**config.mk**
```make
export PLATFORM = sky130hd
export DESIGN_NAME = uart_rx_buf
export DESIGN_NICKNAME = d
export VERILOG_FILES = /design/src/rtl/uart_rx_buf.sv
export SDC_FILE = /design/constraint.sdc
export NUM_CORES = 1
export LEC_CHECK = 0
export CAP_MARGIN = 20
export CORE_MARGIN = 3
export CORE_UTILIZATION = 60
export CTS_CLUSTER_SIZE = 25
export DETAILED_ROUTE_END_ITERATION = 16
export DONT_BUFFER_PORTS = 1
export HOLD_SLACK_MARGIN = 0.08
export PLACE_DENSITY = 0.8
export SYNTH_ARGS = -nofsm -noshare
export SYNTH_HDL_FRONTEND = slang
export SYNTH_SLANG_ARGS = --single-unit
```
**constraint.sdc**
```tcl
create_clock -name clk -period 2.9 [get_ports clk]
set_input_delay 0.29 -clock clk [delete_from_list [all_inputs] [get_ports clk]]
set_output_delay 0.29 -clock clk [all_outputs]
set_load 0.005 [all_outputs]
```
**src/rtl/uart_rx_buf.sv**
```systemverilog
// uart_rx_buf: 16x-oversampled UART receiver feeding a show-ahead byte FIFO.
// Define UART_RX_PARITY_EN to expect one even-parity bit after the data bits (default: 8N1).
module uart_rx_buf #(
   parameter int DVSR    = 54,
   parameter int DBIT    = 8,
   parameter int SB_TICK = 16,
   parameter int FIFO_AW = 2
) (
   input  logic       clk,
   input  logic       reset_n,
   input  logic       rx,
   input  logic       rd_uart,
   output logic [7:0] r_data,
   output logic       rx_empty,
   output logic       rx_full,
   output logic       frame_err,
   output logic       overrun,
   output logic       parity_err
);
   localparam int DEPTH = 2**FIFO_AW;
   localparam int TW    = (DVSR > 1) ? $clog2(DVSR) : 1;
   localparam int SW    = (SB_TICK > 16) ? $clog2(SB_TICK) : 4;
   localparam int NW    = $clog2(DBIT + 1);

`ifdef UART_RX_PARITY_EN
   typedef enum logic [2:0] {IDLE, START, DATA, PARITY, STOP} state_t;
`else
   typedef enum logic [1:0] {IDLE, START, DATA, STOP} state_t;
`endif

   // ---------------- input synchronizer ----------------
   logic r_rx_meta, r_rx_s;

   always_ff @(posedge clk or negedge reset_n) begin
      if (!reset_n) begin
         r_rx_meta <= 1'b1;
         r_rx_s    <= 1'b1;
      end else begin
         // NOTE: non-blocking so each flop takes its pre-edge input; blocking would merge the two stages.
         r_rx_meta <= rx;
         r_rx_s    <= r_rx_meta;
      end
   end

   // ---------------- oversampling tick ----------------
   logic [TW-1:0] r_tcnt;
   logic          w_tick;

   assign w_tick = (r_tcnt == TW'(DVSR - 1));

   always_ff @(posedge clk or negedge reset_n) begin
      if (!reset_n)    r_tcnt <= '0;
      else if (w_tick) r_tcnt <= '0;
      else             r_tcnt <= r_tcnt + TW'(1);
   end

   // ---------------- receive FSM ----------------
   state_t        r_state, w_state_nxt;
   logic [SW-1:0] r_s, w_s_nxt;
   logic [NW-1:0] r_n, w_n_nxt;
   logic [7:0]    r_b, w_b_nxt;
   logic          w_push, w_frame_err;
`ifdef UART_RX_PARITY_EN
   logic          r_par, w_par_nxt, w_par_err;
`endif

   always_ff @(posedge clk or negedge reset_n) begin
      if (!reset_n) begin
         r_state <= IDLE;
         r_s     <= '0;
         r_n     <= '0;
         r_b     <= '0;
`ifdef UART_RX_PARITY_EN
         r_par   <= 1'b0;
`endif
      end else begin
         r_state <= w_state_nxt;
         r_s     <= w_s_nxt;
         r_n     <= w_n_nxt;
         r_b     <= w_b_nxt;
`ifdef UART_RX_PARITY_EN
         r_par   <= w_par_nxt;
`endif
      end
   end

   always_comb begin
      // NOTE: every output gets a default first so no path leaves one unassigned (which would infer a latch).
      w_state_nxt = r_state;
      w_s_nxt     = r_s;
      w_n_nxt     = r_n;
      w_b_nxt     = r_b;
      w_push      = 1'b0;
      w_frame_err = 1'b0;
`ifdef UART_RX_PARITY_EN
      w_par_nxt   = r_par;
      w_par_err   = 1'b0;
`endif
      case (r_state)
         IDLE: begin
            if (!r_rx_s) begin
               w_state_nxt = START;
               w_s_nxt     = '0;
            end
         end
         START: begin
            if (w_tick) begin
               if (r_s == SW'(7)) begin
                  // Start bit must still be low at mid-bit, otherwise it was a glitch
                  if (!r_rx_s) begin
                     w_state_nxt = DATA;
                     w_s_nxt     = '0;
                     w_n_nxt     = '0;
                  end else begin
                     w_state_nxt = IDLE;
                  end
               end else begin
                  w_s_nxt = r_s + SW'(1);
               end
            end
         end
         DATA: begin
            if (w_tick) begin
               if (r_s == SW'(15)) begin
                  w_s_nxt = '0;
                  w_b_nxt = {r_rx_s, r_b[7:1]};
                  if (r_n == NW'(DBIT - 1)) begin
`ifdef UART_RX_PARITY_EN
                     w_state_nxt = PARITY;
`else
                     w_state_nxt = STOP;
`endif
                  end else begin
                     w_n_nxt = r_n + NW'(1);
                  end
               end else begin
                  w_s_nxt = r_s + SW'(1);
               end
            end
         end
`ifdef UART_RX_PARITY_EN
         PARITY: begin
            if (w_tick) begin
               if (r_s == SW'(15)) begin
                  w_par_nxt   = r_rx_s;
                  w_s_nxt     = '0;
                  w_state_nxt = STOP;
               end else begin
                  w_s_nxt = r_s + SW'(1);
               end
            end
         end
`endif
         STOP: begin
            if (w_tick) begin
               if (r_s == SW'(SB_TICK - 1)) begin
                  w_state_nxt = IDLE;
                  w_frame_err = ~r_rx_s;
`ifdef UART_RX_PARITY_EN
                  // Even parity: data plus parity bit must hold an even count of ones
                  w_par_err   = r_par ^ (^r_b);
                  w_push      = r_rx_s & ~w_par_err;
`else
                  w_push      = r_rx_s;
`endif
               end else begin
                  w_s_nxt = r_s + SW'(1);
               end
            end
         end
         default: w_state_nxt = IDLE;
      endcase
   end

   assign frame_err = w_frame_err;
`ifdef UART_RX_PARITY_EN
   assign parity_err = w_par_err;
`else
   assign parity_err = 1'b0;
`endif

   // ---------------- show-ahead FIFO ----------------
   logic [7:0]         r_mem [DEPTH];
   logic [FIFO_AW-1:0] r_wptr, r_rptr, w_wptr_inc, w_rptr_inc;
   logic               r_empty, r_full;
   logic               w_pop, w_wr;

   assign w_pop      = rd_uart & ~r_empty;
   // A full FIFO still accepts a push when the same cycle frees a slot
   assign w_wr       = w_push & (~r_full | w_pop);
   assign overrun    = w_push & r_full & ~w_pop;
   assign w_wptr_inc = r_wptr + FIFO_AW'(1);
   assign w_rptr_inc = r_rptr + FIFO_AW'(1);

   always_ff @(posedge clk or negedge reset_n) begin
      if (!reset_n) begin
         // NOTE: storage is reset on purpose so the head byte reads 0x00 after reset, not stale data.
         for (int i = 0; i < DEPTH; i++) r_mem[i] <= '0;
      end else if (w_wr) begin
         r_mem[r_wptr] <= r_b;
      end
   end

   always_ff @(posedge clk or negedge reset_n) begin
      if (!reset_n) begin
         r_wptr  <= '0;
         r_rptr  <= '0;
         r_empty <= 1'b1;
         r_full  <= 1'b0;
      end else begin
         case ({w_wr, w_pop})
            2'b10: begin
               r_wptr  <= w_wptr_inc;
               r_empty <= 1'b0;
               r_full  <= (w_wptr_inc == r_rptr);
            end
            2'b01: begin
               r_rptr  <= w_rptr_inc;
               r_full  <= 1'b0;
               r_empty <= (w_rptr_inc == r_wptr);
            end
            2'b11: begin
               r_wptr <= w_wptr_inc;
               r_rptr <= w_rptr_inc;
            end
            default: ;
         endcase
      end
   end

   assign r_data   = r_mem[r_rptr];
   assign rx_empty = r_empty;
   assign rx_full  = r_full;

endmodule

```
==> results of run 1 <==
## where the power goes
group / switching [mW] / internal [mW]
sequential: 0.0981 / 0.922
clock: 0.336 / 0.419
combinational: 0.0644 / 0.0905
## area by class of cell
type / count / area [sq um] / share of cell area, %
sequential: 64 / 1605 / 46.67
multi-input combinational: 163 / 1475 / 42.89
clock buffer: 11 / 141.4 / 4.111
tap: 67 / 83.83 / 2.437
clock inverter: 5 / 56.30 / 1.637
timing repair buffer: 3 / 47.55 / 1.382
inverter: 8 / 30.03 / 0.8730
## state kept, by name (all words and copies together) (netlist names), named ones only
signal     flops
r_n            4
r_s            4
rx_empty       1
r_state        1
r_wptr         2
r_rptr         2
rx_full        1
r_rx_meta      1
r_b            8
r_tcnt         6
r_rx_s         1
r_mem         32
## kinds of logic (layout without fill, tap and decap cells)
group	after synthesis	in the layout	share of synthesized area (%)
simple gates	68	68	12.53
flops	64	64	51.01
mux	53	53	21.75
compound gates	21	21	5.607
buf+inv	16	27	2.107
fa+ha+maj	11	11	4.374
xor+xnor	9	9	2.505
other cells	1	1	0.1192
## metrics by stage
step	hold slack [ns]	instance area, sq um	power, mW	std cells
3_5_place_dp	-0.003390	3194	1.168	302
3_3_place_gp	-0.003875	3194	1.164	302
6_report	0.2363	3440	1.930	321
4_1_cts	0.2333	3440	1.945	321
5_1_grt	0.2595	3440	2.004	321
2_1_floorplan	-0.005591	3147	1.130	243
## placed cells by master, fill, tap and decap left out, types with 2 or more instances in the layout
cell type / netlist / layout
inv_1: 8 / 8
nand2_1: 12 / 12
nand4_2: 4 / 4
dfrtp_1: 61 / 61
nand3_1: 11 / 11
clkinv_2: 0 / 2
o41ai_1: 3 / 3
xnor2_1: 5 / 5
a221o_1: 2 / 2
dfstp_2: 3 / 3
nand2b_1: 6 / 6
mux2_2: 43 / 43
mux2i_1: 2 / 2
clkbuf_8: 0 / 10
dlygate4sd3_1: 0 / 2
a211o_1: 3 / 3
nor3_1: 5 / 5
nor2_1: 13 / 13
and3_1: 3 / 3
ha_1: 11 / 11
mux4_2: 8 / 8
xor2_1: 4 / 4
nor2b_1: 3 / 3
## what timing repair did
| action | CTS | global route |
|---|---|---|
| hold endpoints to repair | 65 | 0 |
| hold buffers | 3 | 0 |
| setup endpoints to repair | 0 | 0 |
## worst max-delay path by stage
stage                         start  endpoint  depth (start not counted)
after floorplan           r_tcnt[1]   rx_full                          8
after global placement       r_s[0]   rx_full                          7
after detailed placement     r_s[0]   rx_full                          7
after CTS                    r_s[0]   rx_full                          7
after global routing         r_s[1]   rx_full                          7
final                        r_s[0]   rx_full                          7
## routing by layer
metal,track usage (%),up-vias
li1,-,905
met1,28.43,1002
met2,32.45,37
met3,4.128,12
met4,10.14,0
met5,0,-
==> flow_metrics.tcl, run 1 <==
set metrics [dict create \
    cts_resized 0 \
    ys_ff_latch 64 \
    hold_path_depth 2 \
    viasPerCell 6.093 \
    maxCapViolations 0 \
    clk_latency_ns 0.34 \
    highest_layer "met4" \
    crit_fanout 8 \
    grt_pass1_vias 1970 \
    area_growth_pct 9.304 \
    wl_met1_um 2631 \
    worst_ep_arrival_time_ns 2.53 \
    yosysTopAreaCell "dfrtp_1" \
    final_layout_size_suffix_gt1_share_pct 30.71 \
    outcome "complete, no violations" \
    drc 0 \
    min_to "r_rptr[0]" \
    period_share_pct 79.74 \
    die_h_um 78.42 \
    grt_max_degree 65 \
    netlist_area_sq_um 3147 \
    die_w_um 78.42 \
    grt_usage_pct 20.91 \
    pre_cts_slack_ns 0.6438 \
    antenna_found_initial 0 \
    post-route-util_pct 70.49 \
    startpoint_type "flop" \
    grt.overflow.total 0 \
    crit_chain "ha_1 > nand3_1 > nor4_4 > nand3_1 > inv_1 > ha_1 > o41ai_1" \
    die_area_sq_um 6150 \
    critPathKind "reg2reg" \
    drt-wirelength-per-cell_um 17.64 \
    p_per_area_nw_per_um2 561.1 \
    path_clk_slew_ns 0.07 \
    hp-class "in2reg" \
    ys_top_cells_by_count "dfrtp_1, mux2_2, nor2_1" \
    rr_endpoint "rx_full" \
    synth.area.top_cells "dfrtp_1, mux2_2, mux4_2, ha_1, dfstp_2" \
    wl_met2_um 2721 \
    netlist_instances 243 \
    wl_um 5663 \
    r2r_start "r_s[0]" \
    drtIter0Drc 123 \
    clock_sinks 64 \
    drtPass1Iterations 4 \
    worst_pin_slew_ns 0.6968 \
    setup_violations 0 \
    fin_crit_ns 2.312 \
    grt_setup_unrepaired "no" \
    p_leak_nw 1.609 \
    endpoint_kind "flop" \
    vdd_drop_max_mv 0.3648 \
    post-cts-setup-buffer-count 0 \
    fillers 344 \
    synth_edf_count 0 \
    yosys_warnings 0 \
    cp_slowest_stage_delay_ns 0.46 \
    ios 17 \
    clockBufferDepth 2 \
    hpwl_um 3758 \
    reg2reg_depth 7 \
    nNetsFinal 264 \
    slowest_stage "nor4_4" \
    slew_violations 0 \
    r2r_setup_slack_ns 0.59 \
    routed-via-count 1956 \
    grt_pass1_wl_um 9694 \
    start_util_pct 64.49 \
    diodes 0 \
    hold_viol_final 0 \
    critical_path.top_delay_family "simple AND/OR/NAND/NOR gates" \
    gp_congestion 0.7801 \
    yosysMostFrequentCell "dfrtp_1" \
    cp.required_ns 3.12 \
    fmax_mhz 432.4 \
    ant_nets 0 \
    cts_root_buffer "clkbuf_8" \
    htree_num_levels 3 \
    fin_tns_setup_ns 0 \
    core_sq_um 4880 \
    synth_fp_nets 258 \
    port_buffers 0 \
    synth-main-ff-cell "dfrtp_1" \
    finalWorstSetupSlack_ns 0.5876 \
    avgSynthCellArea_sq_um 12.95 \
    netlist.area_leader.share_pct 48.51 \
    cts_buffers 9 \
    slew_headroom_pct 53.55 \
    yosysSeqAreaShare_pct 51.01 \
    dr_wl_met3_um 189 \
    cts_tree "done" \
    path_buf_inv 1 \
    fp-row-count 25 \
    min-delay-start "rd_uart" \
    fin_skew_ns 0.01264 \
    synth_cell_types 49 \
    async_reset_ff_share_pct 100.0 \
]
Power figures use the tool's default switching activity.
==> run 2: changes to the inputs <==
--- a/config.mk
+++ b/config.mk
@@ -7,12 +7,12 @@
 export LEC_CHECK = 0
 export CAP_MARGIN = 20
 export CORE_MARGIN = 3
-export CORE_UTILIZATION = 60
+export CORE_UTILIZATION = 57
 export CTS_CLUSTER_SIZE = 25
 export DETAILED_ROUTE_END_ITERATION = 16
 export DONT_BUFFER_PORTS = 1
 export HOLD_SLACK_MARGIN = 0.08
-export PLACE_DENSITY = 0.8
+export PLACE_DENSITY = 0.79
 export SYNTH_ARGS = -nofsm -noshare
 export SYNTH_HDL_FRONTEND = slang
 export SYNTH_SLANG_ARGS = --single-unit
==> constraint.sdc (replaced) <==
create_clock -name clk -period 1.95 [get_ports clk]
set_input_delay 0.195 -clock clk [delete_from_list [all_inputs] [get_ports clk]]
set_output_delay 0.195 -clock clk [all_outputs]
set_load 0.005 [all_outputs]
==> run 2 against run 1 <==
Via count grew 3.2%; global-route usage grew 1.0 points; sequential cell count is the same; maximum frequency grew 23%; clock power grew 56%; largest cell class unchanged; largest power group unchanged; sequential power grew 48%; setup slack lost 0.52 ns.
==> flow_metrics.tcl, run 2 (synthesis gave the netlist of run 1 again) <==
set metrics [dict create \
    crit_chain "inv_2 > ha_4 > nand3_4 > nor4_4 > buf_4 > nand4_2 > buf_6 > mux2_2" \
    area_growth_pct 18.45 \
    p_leak_nw 1.741 \
    hpwl_um 3874 \
    final_common_cell "dfrtp_1" \
    port_buffers 0 \
    vdd_drop_max_mv 0.5002 \
    antenna_found_initial 0 \
    drt-wirelength-per-cell_um 17.69 \
    timing.hold.ws_ns 0.1603 \
    die_h_um 80.30 \
    clockBufferDepth 2 \
    dp_cells 319 \
    ios 17 \
    die_area_sq_um 6448 \
    drtIter0Drc 131 \
    grt_usage_pct 21.95 \
    place_area_sq_um 3341 \
    grt_pass1_vias 2053 \
    slew_violations 0 \
    power_mw 2.949 \
    gp_congestion 0.8258 \
    startpoint_type "flop" \
    endpoint_kind "flop" \
    start_util_pct 60.08 \
    final_layout_size_suffix_gt1_share_pct 40.59 \
    setup_violations 0 \
    cp.required_ns 2.18 \
    fillers 346 \
    drtPass1Iterations 4 \
    path_clk_slew_ns 0.07 \
    grt-busiest-layer "met2" \
    cp_slowest_stage_delay_ns 0.40 \
    clock_sinks 64 \
    cts_buffers 9 \
    viasPerCell 5.921 \
    hp-class "in2reg" \
    reg2reg_depth 8 \
    diodes 0 \
    maxCapViolations 0 \
    r2r_setup_slack_ns 0.07 \
    regMostFlops "r_mem" \
    clk_latency_ns 0.35 \
    hold_viol_final 0 \
    p_per_area_nw_per_um2 791.1 \
    min-delay-start "rd_uart" \
    routed-via-count 2019 \
    cts_tree "done" \
    rr_endpoint "r_mem[21]" \
    die_w_um 80.30 \
    crit_fanout 8 \
    grt_use_met1_pct 30.53 \
    grt_max_degree 65 \
    critical_path.top_delay_family "simple AND/OR/NAND/NOR gates" \
    htree_num_levels 3 \
    ant_nets 0 \
    post-route-util_pct 71.17 \
    final_cell_mix "dfrtp_1, mux2_2, nor2_1, buf_4, nand2_1" \
    core_sq_um 5238 \
    largest_reg_flops 32 \
    slew_headroom_pct 63.47 \
    worst_ep_arrival_time_ns 2.11 \
    path_buf_inv 3 \
    period_share_pct 96.40 \
    fp-row-count 26 \
    fin_crit_ns 1.880 \
    worst_pin_slew_ns 0.5479 \
    grtUsageMet2_pct 31.54 \
    slowest_stage "dfrtp_1" \
    reg_top3 "r_mem (32), r_b (8), r_tcnt (6)" \
    drc 0 \
    critPathKind "reg2reg" \
    fmax_mhz 532.0 \
    wl_um 6033 \
    nNetsFinal 281 \
    grt_setup_unrepaired "yes" \
    fin_cells 341 \
    hold_path_depth 3 \
    fin_skew_ns 0.007787 \
    met3_usage_pct 4.709 \
    cts_root_buffer "clkbuf_8" \
    grt.overflow.total 0 \
    min_to "r_rptr[0]" \
    outcome "complete, no violations" \
    r2r_start "r_tcnt[1]" \
    final_area_sq_um 3727 \
    grt_pass1_wl_um 10420 \
]
-- run 2: report_power, final --
| part | internal [mW] | total [mW] | switching (mW) | leakage [nW] |
|---|---|---|---|---|
| registers | 1.37 | 1.51 | 0.140 | 0.858 |
| logic | 0.150 | 0.259 | 0.108 | 0.785 |
| clock network | 0.629 | 1.18 | 0.548 | 0.0989 |
-- run 2: worst max path at each step --
stage,start,endpoint,depth (start not counted)
after floorplan,r_tcnt[1],r_n[0],7
after global placement,r_tcnt[1],r_s[2],6
after detailed placement,r_s[1],r_mem[13],6
after CTS,r_s[0],r_mem[24],6
after global routing,r_tcnt[1],r_mem[23],8
final,r_tcnt[1],r_mem[21],8
-- run 2: worst min-delay path, stage by stage --
cell	delay, ns
nand2b_1	0.08
buf_4	0.14
xnor2_1	0.06
-- run 2: layout make-up --
| type | count | area (sq um) | share of cell area (%) |
|---|---|---|---|
| well taps | 70 | 87.58 | 2.350 |
| flip-flops and latches | 64 | 1608 | 43.14 |
| clock inverters | 6 | 67.56 | 1.813 |
| repair buffers | 20 | 207.7 | 5.572 |
| multi-input cells | 163 | 1589 | 42.63 |
| clock buffers | 10 | 137.6 | 3.693 |
| inverters | 8 | 30.03 | 0.8056 |
-- run 2: per-stage QoR --
stage	TNS, ns	setup WS [ns]
after floorplan	0	0.07305
after global placement	0	0.03693
after detailed placement	-0.07109	-0.01886
after CTS	-0.0002054	-0.0002054
after global routing	-0.4743	-0.04362
final	0	0.07028
-- run 2: repair_timing --
item / in CTS / in global routing
endpoints found under the hold margin: 65 / 0
setup buffers: 1 / 2
gates resized for setup: 9 / 14
setup endpoints to repair: 30 / 44
hold buffers: 3 / 0
pin swaps: 0 / 1
-- run 2: routing by layer --
metal,vias to the layer above,share of wire (%)
met4,0,2.7
met5,-,0
met1,1027,47
met3,15,3.1
met2,32,47
li1,945,-
